## src/rtl/score_keeper.sv

```systemverilog
// score_keeper: pong score controller. It samples ball_x once per frame, detects
// goals, and drives frame-wide inc/clr levels into the two score-digit instances.
// After a goal it holds the ball for a serve pause, and it ends the match at WIN_SCORE.
// Optional feature macro: SCORE_KEEPER_AUTO_RESTART_EN. When it is defined, OVER
// returns to CLEAR on its own after RESTART_FRAMES evaluation cycles.
module score_keeper #(
  parameter logic [9:0] GOAL_LEFT      = 10'd8,
  parameter logic [9:0] GOAL_RIGHT     = 10'd631,
  parameter logic [3:0] WIN_SCORE      = 4'd9,
  parameter logic [7:0] SERVE_FRAMES   = 8'd60,
  parameter logic [7:0] RESTART_FRAMES = 8'd180
) (
  input  logic       px_clk,
  input  logic       reset,
  input  logic       frame_start,
  input  logic [9:0] ball_x,
  input  logic       restart,
  output logic       inc_left,
  output logic       inc_right,
  output logic       clr_scores,
  output logic       ball_hold,
  output logic       game_over,
  output logic [1:0] winner
);

  typedef enum logic [1:0] {
    ST_CLEAR = 2'd0,
    ST_PLAY  = 2'd1,
    ST_SERVE = 2'd2,
    ST_OVER  = 2'd3
  } state_t;

  // A frame count of 0 still means one frame of serve pause.
  localparam logic [7:0] SERVE_LAST = (SERVE_FRAMES == 8'd0) ? 8'd0 : SERVE_FRAMES - 8'd1;

  state_t     r_state, w_state_nxt;
  logic [9:0] r_bx_p0;
  logic       r_eval;
  logic [3:0] r_score_l, r_score_r, w_score_l_nxt, w_score_r_nxt;
  logic [7:0] r_frm_cnt, w_frm_cnt_nxt;
  logic       r_inc_l, r_inc_r, r_clr, r_hold, r_over;
  logic       w_inc_l_nxt, w_inc_r_nxt, w_clr_nxt, w_hold_nxt, w_over_nxt;
  logic [1:0] r_winner, w_winner_nxt;
  logic [3:0] w_score_l_inc, w_score_r_inc;
  logic       w_over_done;

  assign w_score_l_inc = r_score_l + 4'd1;
  assign w_score_r_inc = r_score_r + 4'd1;

`ifdef SCORE_KEEPER_AUTO_RESTART_EN
  localparam logic [7:0] RESTART_LAST = (RESTART_FRAMES == 8'd0) ? 8'd0 : RESTART_FRAMES - 8'd1;
  assign w_over_done = (r_frm_cnt >= RESTART_LAST);
`else
  // Without auto-restart, OVER is left only by restart or reset.
  assign w_over_done = 1'b0;
  if (RESTART_FRAMES == 8'd0) begin : g_restart_unused
  end
`endif

  // Ball position sample point: data only, so it has no reset.
  always_ff @(posedge px_clk) begin
    if (frame_start) r_bx_p0 <= ball_x;
  end

  // Evaluation strobe: marks the cycle after frame_start. Reset so that pulses seen during reset are dropped.
  always_ff @(posedge px_clk or negedge reset) begin
    if (!reset) r_eval <= 1'b0;
    else        r_eval <= frame_start;
  end

  // State, counters and registered outputs.
  always_ff @(posedge px_clk or negedge reset) begin
    if (!reset) begin
      r_state   <= ST_CLEAR;
      r_score_l <= 4'd0;
      r_score_r <= 4'd0;
      r_frm_cnt <= 8'd0;
      r_inc_l   <= 1'b0;
      r_inc_r   <= 1'b0;
      r_clr     <= 1'b1;
      r_hold    <= 1'b0;
      r_over    <= 1'b0;
      r_winner  <= 2'b00;
    end else begin
      r_state   <= w_state_nxt;
      r_score_l <= w_score_l_nxt;
      r_score_r <= w_score_r_nxt;
      r_frm_cnt <= w_frm_cnt_nxt;
      r_inc_l   <= w_inc_l_nxt;
      r_inc_r   <= w_inc_r_nxt;
      r_clr     <= w_clr_nxt;
      r_hold    <= w_hold_nxt;
      r_over    <= w_over_nxt;
      r_winner  <= w_winner_nxt;
    end
  end

  // Next-state and next-output logic. restart overrides any goal or timeout in the same cycle.
  always_comb begin
    w_state_nxt   = r_state;
    w_score_l_nxt = r_score_l;
    w_score_r_nxt = r_score_r;
    w_frm_cnt_nxt = r_frm_cnt;
    w_inc_l_nxt   = r_inc_l;
    w_inc_r_nxt   = r_inc_r;
    w_clr_nxt     = r_clr;
    w_hold_nxt    = r_hold;
    w_over_nxt    = r_over;
    w_winner_nxt  = r_winner;

    if ((restart && (r_state != ST_CLEAR)) ||
        (r_eval && (r_state == ST_OVER) && w_over_done)) begin
      w_state_nxt   = ST_CLEAR;
      w_clr_nxt     = 1'b1;
      w_inc_l_nxt   = 1'b0;
      w_inc_r_nxt   = 1'b0;
      w_hold_nxt    = 1'b0;
      w_over_nxt    = 1'b0;
      w_winner_nxt  = 2'b00;
      w_score_l_nxt = 4'd0;
      w_score_r_nxt = 4'd0;
      w_frm_cnt_nxt = 8'd0;
    end else if (r_eval) begin
      // An inc pulse lasts from one evaluation cycle to the next.
      w_inc_l_nxt = 1'b0;
      w_inc_r_nxt = 1'b0;
      unique case (r_state)
        ST_CLEAR: begin
          w_state_nxt   = ST_PLAY;
          w_clr_nxt     = 1'b0;
          w_score_l_nxt = 4'd0;
          w_score_r_nxt = 4'd0;
          w_winner_nxt  = 2'b00;
        end
        ST_PLAY: begin
          if (r_bx_p0 <= GOAL_LEFT) begin
            w_inc_r_nxt   = 1'b1;
            w_score_r_nxt = w_score_r_inc;
            w_hold_nxt    = 1'b1;
            w_frm_cnt_nxt = 8'd0;
            if (w_score_r_inc == WIN_SCORE) begin
              w_state_nxt  = ST_OVER;
              w_over_nxt   = 1'b1;
              w_winner_nxt = 2'b10;
            end else begin
              w_state_nxt = ST_SERVE;
            end
          end else if (r_bx_p0 >= GOAL_RIGHT) begin
            w_inc_l_nxt   = 1'b1;
            w_score_l_nxt = w_score_l_inc;
            w_hold_nxt    = 1'b1;
            w_frm_cnt_nxt = 8'd0;
            if (w_score_l_inc == WIN_SCORE) begin
              w_state_nxt  = ST_OVER;
              w_over_nxt   = 1'b1;
              w_winner_nxt = 2'b01;
            end else begin
              w_state_nxt = ST_SERVE;
            end
          end
        end
        ST_SERVE: begin
          if (r_frm_cnt >= SERVE_LAST) begin
            w_state_nxt = ST_PLAY;
            w_hold_nxt  = 1'b0;
          end else begin
            w_frm_cnt_nxt = r_frm_cnt + 8'd1;
          end
        end
        ST_OVER: begin
          w_frm_cnt_nxt = r_frm_cnt + 8'd1;
        end
        default: begin
          w_state_nxt = ST_CLEAR;
          w_clr_nxt   = 1'b1;
        end
      endcase
    end
  end

  assign inc_left   = r_inc_l;
  assign inc_right  = r_inc_r;
  assign clr_scores = r_clr;
  assign ball_hold  = r_hold;
  assign game_over  = r_over;
  assign winner     = r_winner;

endmodule
```

## config.mk

```make
export PLATFORM = sky130hd
export DESIGN_NAME = score_keeper
export DESIGN_NICKNAME = d
export VERILOG_FILES = /design/src/rtl/score_keeper.sv
export SDC_FILE = /design/constraint.sdc
export NUM_CORES = 1
export LEC_CHECK = 0
export CORE_ASPECT_RATIO = 0.75
export CORE_MARGIN = 10
export CORE_UTILIZATION = 40
export CTS_CLUSTER_DIAMETER = 80
export DETAILED_ROUTE_END_ITERATION = 6
export PLACE_DENSITY = 0.68
export SYNTH_ARGS = -nofsm -noshare
export SYNTH_HDL_FRONTEND = slang
export SYNTH_SLANG_ARGS = --single-unit
```

## constraint.sdc

```tcl
create_clock -name px_clk -period 3.5 [get_ports px_clk]
set_clock_uncertainty 0.05 [all_clocks]
set_input_delay 0.525 -clock px_clk [delete_from_list [all_inputs] [get_ports px_clk]]
set_output_delay 0.525 -clock px_clk [all_outputs]
set_load 0.02 [all_outputs]
```

==> summary.md <==
| Metric | Value |
|---|---|
| Post-Syn Instances | `180` |
| Drc violations | `0` |
| Final number of setup-violating endpoints | `0` |
| Die area | `just under 0.008 mm2` |
| Port Buf Inserts | `20` |
| Ys async rst share | `a little over 70%` |
| Max layer used | `met4` |
| Tmin final | `around 2.6 ns` |
| CTS tree | `done` |
| Clock latency on the worst-skew pair | `around 0.28 ns` |
| Status | `finished clean` |
| Routed Antenna Nets | `0` |
| Post-route insts no fill | `approximately 260` |
| Distinct cell type count after synthesis | `49` |
| Post-synthesis adder-cell area fraction | `between 3 and 4%` |
| Max Freq | `382 MHz` |
| Wire length on met2 | `approximately 1700 um` |
| Top FF cell, synth | `dfrtp_1` |
| Placed cells | `between 200 and 300` |
| Root buffer cell | `clkbuf_8` |
| Fin nets | `between 200 and 250` |
| PwrDens | `roughly 540 mW/mm2` |
| Core Region | `0.00449 mm2` |
| Htree depth | `2` |
| Critical path's slowest cell | `clkdlybuf4s50_1` |
| Initial antenna violation count | `0` |
| Synth Warn # | `0` |
| RSZ-0062 raised after global routing | `false` |
| Leak | `0.895 nW` |
| Period utilization | `around 75%` |
| CP Data Required Time | `roughly 3.6 ns` |
| Area growth from synthesis to layout | `19.1%` |
| Mapped cell area | `0.00188 mm2` |
| Sink Count | `36` |
| Resized cells post-CTS | `0` |
| Crit start category | `input port` |
| Met3 Wirelength | `223 um` |
| Final hold vios | `0` |
| Post-CTS setup buffers | `0` |
| Share of layout cells above drive strength 1 | `roughly a tenth` |
| Final Total Pwr | `between 0.001 and 0.0015 W` |
| Largest family of logic cells by synthesized area | `compound AO/OA/AOI/OAI gates` |
| WL per Instance | `15.1 um` |
| Largest net degree at the start of global routing | `27` |
| Initial core utilization | `approximately two fifths` |
| Max-cap check violation count | `0` |
| Via-to-Cell Ratio | `between 5 and 6` |
| Synth Area in Simple Gates | `approximately a fifth` |
| Post-synthesis register bit count | `36` |
| Worst slew margin relative to its limit | `between 50% and 60%` |
| Pins over their slew limit | `0` |
| Worst Path Max Fanout | `8` |
| Drt initial violations | `between 100 and 150` |
| Std-Cell Rows | `21` |
| Clock transition at path regs | `around 0.070 ns` |
| M1 WL | `2070 um` |
| Crit. End Element | `register` |
| All-Layer GR Usage | `between 10% and 20%` |
| Worst-Margin Slew | `0.639 ns` |
| Complex-gate fraction of the synthesized area | `between 20 and 25%` |
| Hold_buf cts | `0` |
| Seq/Total Area, Yosys | `50.7%` |
| Drt total wl | `roughly 4000 um` |
| Number of synthesized flops with an enable pin | `10` |
| Die extent in x | `just under 100 um` |
| DR pass1 iterations | `4` |
| GRT Residual Overflow | `0` |
| TritonCTS buffer count | `5` |
| RD Place Congestion | `between 0.8 and 0.9` |
| Post-Synth XOR/XNOR Area | `0.467%` |
| Mux share of post-synthesis cell area | `1.20%` |
| Max clock buf depth | `2` |
| IO Count | `21` |
| Setup total negative slack | `0 ns` |
| Vias | `about 1,500` |
| Detailed Place HPWL | `2990 um` |
| Critical Path, Cell by Cell | `clkdlybuf4s50_1 > or3b_1 > nor4_2 > nand3_1 > nand4b_1 > mux2_1` |
| Synthesized Nets | `between 150 and 200` |
| Mean Syn Cell Area | `10.4 um2` |
| Diode count | `0` |
| Data arrival, critical path | `roughly 2.7 ns` |
| Vias in the first global route | `approximately 1,400` |
| Die height | `79.3 um` |
| CP Class | `in -> reg` |
| First-pass GRT wire length | `about 6700 um` |
| Min-Delay Path Class | `reg -> reg` |
| Critical Path Max Stage Delay | `0.53 ns` |
| Max rail drop VDD | `~0.23 mV` |
| Filler Cells Inserted | `between 400 and 500` |
==> registers in the layout (all words and copies together), names as in the netlist <==
signal,cells
winner,2
clr_scores,1
r_score_l,4
inc_right,1
r_bx_p0,10
r_state,2
r_score_r,4
r_frm_cnt,8
inc_left,1
game_over,1
ball_hold,1
r_eval,1
==> area by class of cell <==
cell class              count  area (um2)  area share (%)
flip-flops and latches     36         952            42.6
clock buffers               7        76.3            3.41
well taps                  57        71.3            3.19
repair buffers             23         223            9.96
clock inverters             1        5.00           0.224
inverters                   9        33.8            1.51
multi-input cells         131         875            39.1
==> routing by layer <==
| layer | global-route usage, % | up-vias |
|---|---|---|
| met5 | 0 | - |
| met4 | 3.00 | 0 |
| met3 | 4.41 | 2 |
| met2 | 14.2 | 27 |
| met1 | 13.9 | 707 |
| li1 | - | 737 |
==> through the flow <==
step	utilization (%)	setup WS, ns	cell area, um2	hold slack [ns]
after floorplan	-	1.32	1880	0.179
after global placement	48.0	0.738	2150	0.411
after detailed placement	48.0	0.610	2150	0.422
after CTS	49.8	0.932	2240	0.437
after global routing	49.8	0.720	2240	0.476
final	49.8	0.885	2240	0.432
==> cell usage after synthesis (all sizes together) (2+ instances only) <==
cell / count / area share (%)
o21ai: 14 / 3.7
a31oi: 3 / 1.0
nor2b: 2 / 0.67
and3: 2 / 0.67
nand2b: 3 / 1.0
and3b: 2 / 0.93
nand2: 14 / 2.8
dfrtp: 25 / 33
o2111ai: 3 / 1.4
o31ai: 15 / 7.0
a32o: 2 / 1.1
nand3: 14 / 3.7
a21oi: 3 / 0.80
edfxtp: 10 / 16
clkbuf: 3 / 0.60
nor4: 2 / 1.0
inv: 9 / 1.8
nand4: 3 / 1.0
ha: 5 / 3.3
nor2: 10 / 2.0
and2: 4 / 1.3
nor3: 4 / 1.1
or2: 4 / 1.3
a21boi: 3 / 1.2
mux2: 2 / 1.2
o31a: 2 / 0.93
==> placed cells by master (no fill, tap or decap), types with 2 or more instances in the layout <==
master	instances
dfrtp_1	25
nor2b_1	2
o31a_1	2
buf_4	3
nand4_1	3
inv_1	9
and3b_1	2
ha_1	5
clkdlybuf4s50_1	20
nor3_1	4
nor2_1	10
clkbuf_8	5
o21ai_1	3
nand2_1	14
and2_1	4
and3_1	2
o21ai_0	11
a21oi_1	3
o2111ai_1	3
a32o_1	2
o31ai_1	13
or2_1	2
nand3_1	14
nand2b_1	3
a21boi_0	3
edfxtp_1	10
clkbuf_1	2
or2_2	2
a31oi_1	3
==> report_power, final <==
| group | internal (W) | switching (W) |
|---|---|---|
| Clock | 0.000140 | 0.000143 |
| Combinational | 0.000154 | 0.000210 |
| Sequential | 0.000496 | 0.0000664 |
==> critical path, delay by kind of cell <==
family	cells	cell delay, ns
mux	1	0.33
simple gates	4	1.35
buf+inv	1	0.53
==> cell families (layout without fill, tap and decap cells) <==
group	Yosys count	after routing
and+or+nand+nor	69	69
AOI/OAI and AO/OA	54	54
muxes	2	2
adders and majority gates	5	5
xor gates and xnor gates	1	1
buffers and inverters	13	40
DFF	36	36
==> worst paths after layout <==
kind / start / depth (start not counted) / slack [ns] / end
min reg2reg: inc_right$_DFFE_PN0N_ / 2 / 0.43 / inc_right$_DFFE_PN0N_
min in group asynchronous: reset / 2 / 0.55 / r_frm_cnt[7]$_DFFE_PN0P_
max reg2reg: r_bx_p0[6]$_DFFE_PP_ / 6 / 1.03 / r_frm_cnt[6]$_DFFE_PN0P_
max in group asynchronous: reset / 2 / 2.55 / clr_scores$_DFFE_PN1P_
min: inc_right$_DFFE_PN0N_ / 2 / 0.43 / inc_right$_DFFE_PN0N_
max: restart / 6 / 0.88 / winner[1]$_DFFE_PN0P_
Note: power is estimated with default switching activity, not from simulation.
